### config.mk
export PLATFORM = sky130hd
export DESIGN_NAME = alu_wb_stage
export DESIGN_NICKNAME = d
export VERILOG_FILES = /design/src/rtl/alu_wb_pkg.sv /design/src/rtl/alu_wb_fifo.sv /design/src/rtl/alu_wb_stage.sv
export SDC_FILE = /design/constraint.sdc
export NUM_CORES = 1
export LEC_CHECK = 0
export CAP_MARGIN = 20
export CORE_ASPECT_RATIO = 0.5
export CORE_UTILIZATION = 46
export DETAILED_ROUTE_END_ITERATION = 7
export PLACE_DENSITY_LB_ADDON = 0.05
export SKIP_CTS_REPAIR_TIMING = 1
export SLEW_MARGIN = 20
export SYNTH_ARGS = -nofsm -noshare
export SYNTH_HDL_FRONTEND = slang
export SYNTH_SLANG_ARGS = --single-unit
### constraint.sdc
create_clock -name clk -period 3.4 [get_ports clk]
set_input_delay 0.68 -clock clk [delete_from_list [all_inputs] [get_ports clk]]
set_output_delay 0.68 -clock clk [all_outputs]
set_load 0.005 [all_outputs]
### src/rtl/alu_wb_pkg.sv
// Shared types and constants for the ALU writeback result buffer.
// The bypass path in alu_wb_stage is enabled by defining ALU_WB_BYPASS_EN.
package alu_wb_pkg;

    localparam int DEF_DEPTH  = 2;
    localparam int DEF_DATA_W = 32;
    localparam int DEF_ADDR_W = 5;
    localparam int REG_X0     = 0;

    // One buffered result at the default widths.
    typedef struct packed {
        logic                  valid;
        logic [DEF_ADDR_W-1:0] addr;
        logic [DEF_DATA_W-1:0] data;
        logic                  cmp;
    } alu_wb_entry_t;

    // Occupancy classification of the result queue.
    typedef enum logic [1:0] {
        OCC_EMPTY   = 2'd0,
        OCC_PARTIAL = 2'd1,
        OCC_FULL    = 2'd2
    } occ_state_t;

    // Map an occupancy count onto its occupancy state.
    function automatic occ_state_t occ_of(input int cnt, input int depth);
        if (cnt == 0) begin
            return OCC_EMPTY;
        end else if (cnt >= depth) begin
            return OCC_FULL;
        end else begin
            return OCC_PARTIAL;
        end
    endfunction

endpackage

### src/rtl/alu_wb_fifo.sv
// Result queue for alu_wb_stage: per-entry storage with valid bits,
// wrap-around pointers and an occupancy count. Full/empty come from the
// count, never from pointer equality. Flush wins over push and pop.
module alu_wb_fifo
    import alu_wb_pkg::*;
#(
    parameter int DEPTH  = DEF_DEPTH,
    parameter int DATA_W = DEF_DATA_W,
    parameter int ADDR_W = DEF_ADDR_W
) (
    input  logic                             clk,
    input  logic                             rst,
    input  logic                             push,
    input  logic                             pop,
    input  logic                             flush,
    input  logic [ADDR_W-1:0]                push_addr,
    input  logic [DATA_W-1:0]                push_data,
    input  logic                             push_cmp,
    output logic                             head_valid,
    output logic [ADDR_W-1:0]                head_addr,
    output logic [DATA_W-1:0]                head_data,
    output logic                             head_cmp,
    output logic [DEPTH-1:0]                 ent_valid,
    output logic [DEPTH-1:0][ADDR_W-1:0]     ent_addr,
    output logic [DEPTH-1:0][DATA_W-1:0]     ent_data,
    output logic [$clog2(DEPTH)-1:0]         rd_ptr,
    output logic [$clog2(DEPTH):0]           count,
    output logic                             full
);

    localparam int PW = $clog2(DEPTH);
    localparam int CW = PW + 1;

    logic [DEPTH-1:0]             valid_reg;
    logic [DEPTH-1:0][ADDR_W-1:0] addr_reg;
    logic [DEPTH-1:0][DATA_W-1:0] data_reg;
    logic [DEPTH-1:0]             cmp_reg;
    logic [PW-1:0]                wr_ptr_reg;
    logic [PW-1:0]                rd_ptr_reg;
    logic [CW-1:0]                count_reg;
    logic [CW-1:0]                count_next;
    occ_state_t                   occ_reg;
    occ_state_t                   occ_next;
    logic                         push_ok;
    logic                         pop_ok;

    // Guard against pushing into a full queue or popping an empty one.
    assign push_ok = push & (occ_reg != OCC_FULL);
    assign pop_ok  = pop  & (occ_reg != OCC_EMPTY);

    // Next occupancy count and its classification.
    always_comb begin
        count_next = count_reg;
        if (flush) begin
            count_next = '0;
        end else if (push_ok && !pop_ok) begin
            count_next = count_reg + CW'(1);
        end else if (!push_ok && pop_ok) begin
            count_next = count_reg - CW'(1);
        end
        occ_next = occ_of(int'(count_next), DEPTH);
    end

    // Count, occupancy state and pointers.
    always_ff @(posedge clk or posedge rst) begin
        if (rst) begin
            count_reg  <= '0;
            occ_reg    <= OCC_EMPTY;
            wr_ptr_reg <= '0;
            rd_ptr_reg <= '0;
        end else begin
            count_reg <= count_next;
            occ_reg   <= occ_next;
            if (flush) begin
                wr_ptr_reg <= '0;
                rd_ptr_reg <= '0;
            end else begin
                if (push_ok) begin
                    wr_ptr_reg <= wr_ptr_reg + PW'(1);
                end
                if (pop_ok) begin
                    rd_ptr_reg <= rd_ptr_reg + PW'(1);
                end
            end
        end
    end

    genvar gi;
    generate
        for (gi = 0; gi < DEPTH; gi++) begin : g_entry
            // Per-entry storage: written at the write pointer, retired at the read pointer.
            always_ff @(posedge clk or posedge rst) begin
                if (rst) begin
                    valid_reg[gi] <= 1'b0;
                    addr_reg[gi]  <= '0;
                    data_reg[gi]  <= '0;
                    cmp_reg[gi]   <= 1'b0;
                end else if (flush) begin
                    valid_reg[gi] <= 1'b0;
                end else if (push_ok && (wr_ptr_reg == PW'(gi))) begin
                    valid_reg[gi] <= 1'b1;
                    addr_reg[gi]  <= push_addr;
                    data_reg[gi]  <= push_data;
                    cmp_reg[gi]   <= push_cmp;
                end else if (pop_ok && (rd_ptr_reg == PW'(gi))) begin
                    valid_reg[gi] <= 1'b0;
                end
            end
        end
    endgenerate

    assign head_valid = valid_reg[rd_ptr_reg];
    assign head_addr  = addr_reg[rd_ptr_reg];
    assign head_data  = data_reg[rd_ptr_reg];
    assign head_cmp   = cmp_reg[rd_ptr_reg];
    assign ent_valid  = valid_reg;
    assign ent_addr   = addr_reg;
    assign ent_data   = data_reg;
    assign rd_ptr     = rd_ptr_reg;
    assign count      = count_reg;
    assign full       = (occ_reg == OCC_FULL);

endmodule

### src/rtl/alu_wb_stage.sv
// Writeback stage after the ALU: filters results that do not write a
// register, queues the rest, drains them to the register file through a
// valid/ready handshake and offers a forwarding lookup over queued results.
// Define ALU_WB_BYPASS_EN to let a result reach wb_* in the same cycle
// when the queue is empty.
module alu_wb_stage
    import alu_wb_pkg::*;
#(
    parameter int DEPTH  = DEF_DEPTH,
    parameter int DATA_W = DEF_DATA_W,
    parameter int ADDR_W = DEF_ADDR_W
) (
    input  logic                     clk,
    input  logic                     rst,
    input  logic                     alu_valid_i,
    input  logic [DATA_W-1:0]        alu_result_i,
    input  logic                     alu_cmp_i,
    input  logic [ADDR_W-1:0]        rd_addr_i,
    input  logic                     rd_we_i,
    input  logic                     flush_i,
    output logic                     ex_ready_o,
    output logic                     wb_valid_o,
    output logic [ADDR_W-1:0]        wb_addr_o,
    output logic [DATA_W-1:0]        wb_data_o,
    output logic                     wb_cmp_o,
    input  logic                     wb_ready_i,
    input  logic [ADDR_W-1:0]        fwd_addr_i,
    output logic                     fwd_hit_o,
    output logic [DATA_W-1:0]        fwd_data_o,
    output logic [$clog2(DEPTH):0]   count_o
);

    localparam int PW = $clog2(DEPTH);

    logic                         head_valid;
    logic [ADDR_W-1:0]            head_addr;
    logic [DATA_W-1:0]            head_data;
    logic                         head_cmp;
    logic [DEPTH-1:0]             ent_valid;
    logic [DEPTH-1:0][ADDR_W-1:0] ent_addr;
    logic [DEPTH-1:0][DATA_W-1:0] ent_data;
    logic [PW-1:0]                rd_ptr;
    logic                         fifo_full;
    logic                         store_req;
    logic                         bypass;
    logic                         fifo_push;
    logic                         fifo_pop;
    logic                         fwd_nonzero;
    logic [DEPTH-1:0]             fwd_match;

    // Ready depends only on registered occupancy, never on wb_ready_i.
    assign ex_ready_o = ~fifo_full;

    // Results targeting x0 or not writing rd complete the handshake but are dropped.
    assign store_req = alu_valid_i & ex_ready_o & rd_we_i
                     & (rd_addr_i != ADDR_W'(REG_X0));

`ifdef ALU_WB_BYPASS_EN
    assign bypass    = store_req & (count_o == '0) & ~flush_i & ~rst;
    assign fifo_push = store_req & ~(bypass & wb_ready_i);
`else
    assign bypass    = 1'b0;
    assign fifo_push = store_req;
`endif

    assign fifo_pop = head_valid & wb_ready_i;

    alu_wb_fifo #(
        .DEPTH  (DEPTH),
        .DATA_W (DATA_W),
        .ADDR_W (ADDR_W)
    ) u_fifo (
        .clk        (clk),
        .rst        (rst),
        .push       (fifo_push),
        .pop        (fifo_pop),
        .flush      (flush_i),
        .push_addr  (rd_addr_i),
        .push_data  (alu_result_i),
        .push_cmp   (alu_cmp_i),
        .head_valid (head_valid),
        .head_addr  (head_addr),
        .head_data  (head_data),
        .head_cmp   (head_cmp),
        .ent_valid  (ent_valid),
        .ent_addr   (ent_addr),
        .ent_data   (ent_data),
        .rd_ptr     (rd_ptr),
        .count      (count_o),
        .full       (fifo_full)
    );

    // Present the queue head, or the bypassed result when nothing is queued.
    always_comb begin
        wb_valid_o = head_valid | bypass;
        wb_addr_o  = '0;
        wb_data_o  = '0;
        wb_cmp_o   = 1'b0;
        if (head_valid) begin
            wb_addr_o = head_addr;
            wb_data_o = head_data;
            wb_cmp_o  = head_cmp;
        end else if (bypass) begin
            wb_addr_o = rd_addr_i;
            wb_data_o = alu_result_i;
            wb_cmp_o  = alu_cmp_i;
        end
    end

    assign fwd_nonzero = (fwd_addr_i != ADDR_W'(REG_X0));

    genvar gi;
    generate
        for (gi = 0; gi < DEPTH; gi++) begin : g_fwd_match
            assign fwd_match[gi] = ent_valid[gi] & fwd_nonzero
                                 & (ent_addr[gi] == fwd_addr_i);
        end
    endgenerate

    // Walk entries oldest to youngest from the read pointer; the last match wins.
    always_comb begin
        fwd_hit_o  = |fwd_match;
        fwd_data_o = '0;
        for (int k = 0; k < DEPTH; k++) begin
            if (fwd_match[rd_ptr + PW'(k)]) begin
                fwd_data_o = ent_data[rd_ptr + PW'(k)];
            end
        end
    end

endmodule

==> results.cfg <==
[outcome]
status = complete, but fails checks
violations = DRC

[synthesis]
synth.net_count = 400
syn_area_sq_um = 4300
yosysSeqAreaShare = 0.483
yosys_warnings = 0
synth_cells = 351
yosys_register_bits = 83
ys_types = 31
syn_area_per_cell_sq_um = 12.3

[timing]
holdWs_ns = 0.514
setup_ws_ns = 0.0390
max_freq_mhz = 298
layout_min_cycle_time_ns = 3.36
rsz0062_at_grt = yes
setup_viol = 0
worst_pin_slew_ns = 0.988
clock_skew_ns = 0.00445
final_hold_viol_count = 0
period_share = 0.989
relSlewSlack = 0.340
finalSetupTns_ns = 0
maxSlewViolCount = 0

[global_route]
grt_pass1_wl_mm = 17.4
grt_max_degree = 48
first_global_vias = 3420
overflow = 0
grt_usage = 0.234
grt_antenna_before_repair = 0

[worst_setup_path]
r2r_cells = 5
crit_fanout = 5
regToRegSetupSlack_ns = 0.88
required_ns = 2.72
cp.depth = 10
startpoint = fwd_addr_i[2]
crit_family = buffers and inverters
r2r_start = u_fifo.count[1]
crit_path_frequent_cell = buf_12
path_class = input port to output pin
cpPeakStageDelay_ns = 0.50
crit_path_start_kind = input port
worst_path_max_delay_cell = clkdlybuf4s50_1
timing.rr.end = u_fifo.ent_data[6]
cp_num_buf_inv = 5
worstSetupEndpointType = output pin
arrival_ns = 2.68
crit_path_end = fwd_data_o[13]
crit_chain = clkbuf_2, xnor2_1, nand4_1, or4_4, buf_4, a21oi_4, buf_12, buf_12, a22o_1, clkdlybuf4s50_1

[layout]
syn_to_final_growth_pct = 45.7
n_fill_cell = 627
drive_above_1_share = 0.270
stdcell_area_sq_um = 6270
antenna_cells = 0
final_nets = 536
final_cells = 609
largest_reg_flops = 64
final_core_util = 0.705

[place]
placed_area_sq_um = 5770
dp_slack_ns = -0.456
dp.cells = 584
io_buffer_count = 123
dp_hpwl_mm = 7.28
routabilityCongestion = 0.798

[route]
vias_per_cell = 5.40
ant_nets = 0
vias = 3288
wl_per_cell_um = 18.5
drt_iter0_markers = 100
firstDrtPassIters = 7
drcViolationCount = 10
detail_route.wirelength_mm = 11.3

[run]
maxCapViolCount = 0

[floorplanning]
ios = 124
rows = 24
die_w_um = 139
die_area_sq_um = 9770
core_area_sq_um = 8890
die_y_um = 70.4
start_util = 0.484

[power]
power.total_mw = 3.13
p_per_area_nw_per_um2 = 500
power_leakage_nw = 3.09
vdd_ir_drop_max_uv = 305

[clock_network]
tritoncts = done
clock_latency_ns = 0.33
root_buffer = clkbuf_16
clk_pin_slew_ns = 0.06
htree_levels = 3
cts_buffers = 9
clock_sinks = 83
cts_buffer_depth = 2

[worst_hold_path]
hold_class = register to register
==> worst reg2reg max path, cell delays in order, from the launching register on <==
cell	delay [ns]
dfrtp_1	0.48
nand2b_1	0.15
o2111a_1	0.26
nor3b_4	0.84
buf_12	0.29
mux2_2	0.38
==> cell usage after synthesis <==
cell,instances,share of area
a22o_1,32,0.065
buf_4,2,0.0035
o2111a_1,1,0.0026
nor2_1,42,0.037
nand2b_1,3,0.0044
inv_1,2,0.0017
mux2_2,67,0.18
o21ai_0,3,0.0035
a21oi_1,6,0.0070
o21a_1,2,0.0035
clkbuf_1,6,0.0052
a311oi_1,1,0.0020
nand3_1,1,0.0012
nor2b_1,1,0.0015
buf_6,4,0.010
xnor2_1,10,0.020
nor3b_4,1,0.0044
mux2_4,9,0.031
nand3b_1,2,0.0035
nor3_1,4,0.0047
mux2i_1,40,0.093
or4_1,3,0.0052
buf_1,7,0.0061
nand4_1,2,0.0029
nand2_1,4,0.0035
a21o_1,1,0.0017
xor2_1,2,0.0041
dfrtp_1,83,0.48
or3_1,2,0.0029
buf_2,7,0.0081
nor3b_1,1,0.0017
==> kinds of logic after synthesis <==
| logic type | share of synthesized area |
|---|---|
| AND/OR/NAND/NOR | 0.0724 |
| AO/OA/AOI/OAI | 0.0855 |
| multiplexers | 0.300 |
| flip-flops | 0.483 |
| XOR/XNOR | 0.0244 |
| buffers and inverters | 0.0352 |
==> report_power, final <==
group          total (mW)  leakage (nW)  switching, mW  internal (mW)
clock               0.963         0.139          0.375          0.588
combinational       0.699          1.92          0.248          0.450
sequential           1.47          1.03          0.217           1.25
total                3.13          3.09          0.840           2.29
==> cell type report <==
class                   count  area, sq um  share of cell area
multi-input cells         240         2130               0.339
well taps                 117          146              0.0234
repair buffers            151         1610               0.257
clock inverters             4         50.0             0.00798
flip-flops and latches     83         2080               0.332
clock buffers              12          246              0.0393
inverters                   2         8.76             0.00140
==> layer usage <==
metal	track usage	part of all wire	wire length, um	up-vias
li1	-	-	-	1544
met1	0.306	0.47	5240	1645
met2	0.384	0.47	5350	94
met3	0.0686	0.055	620	5
met4	0.0593	0.0043	48	0
met5	0	0	0	-
==> cell usage in the layout (no fill, tap or decap), drive strengths merged, types with 6 or more instances in the layout <==
cell / instances
a21oi: 6
a22o: 32
buf: 27
clkbuf: 18
clkdlybuf4s50: 87
dfrtp: 83
dlymetal6s2s: 31
mux2: 76
mux2i: 40
nor2: 42
xnor2: 10
==> worst min path at each step <==
stage                      startpoint           endpoint  slack (ns)  depth (start not counted)
global placement    u_fifo.cmp_reg[1]  u_fifo.cmp_reg[1]        0.49                          1
floorplan           u_fifo.cmp_reg[1]  u_fifo.cmp_reg[1]        0.48                          1
CTS                 u_fifo.cmp_reg[1]  u_fifo.cmp_reg[1]        0.51                          1
global route        u_fifo.cmp_reg[1]  u_fifo.cmp_reg[1]        0.53                          1
finish              u_fifo.cmp_reg[1]  u_fifo.cmp_reg[1]        0.51                          1
detailed placement  u_fifo.cmp_reg[1]  u_fifo.cmp_reg[1]        0.50                          1
Note: power is estimated with default switching activity, not from simulation.
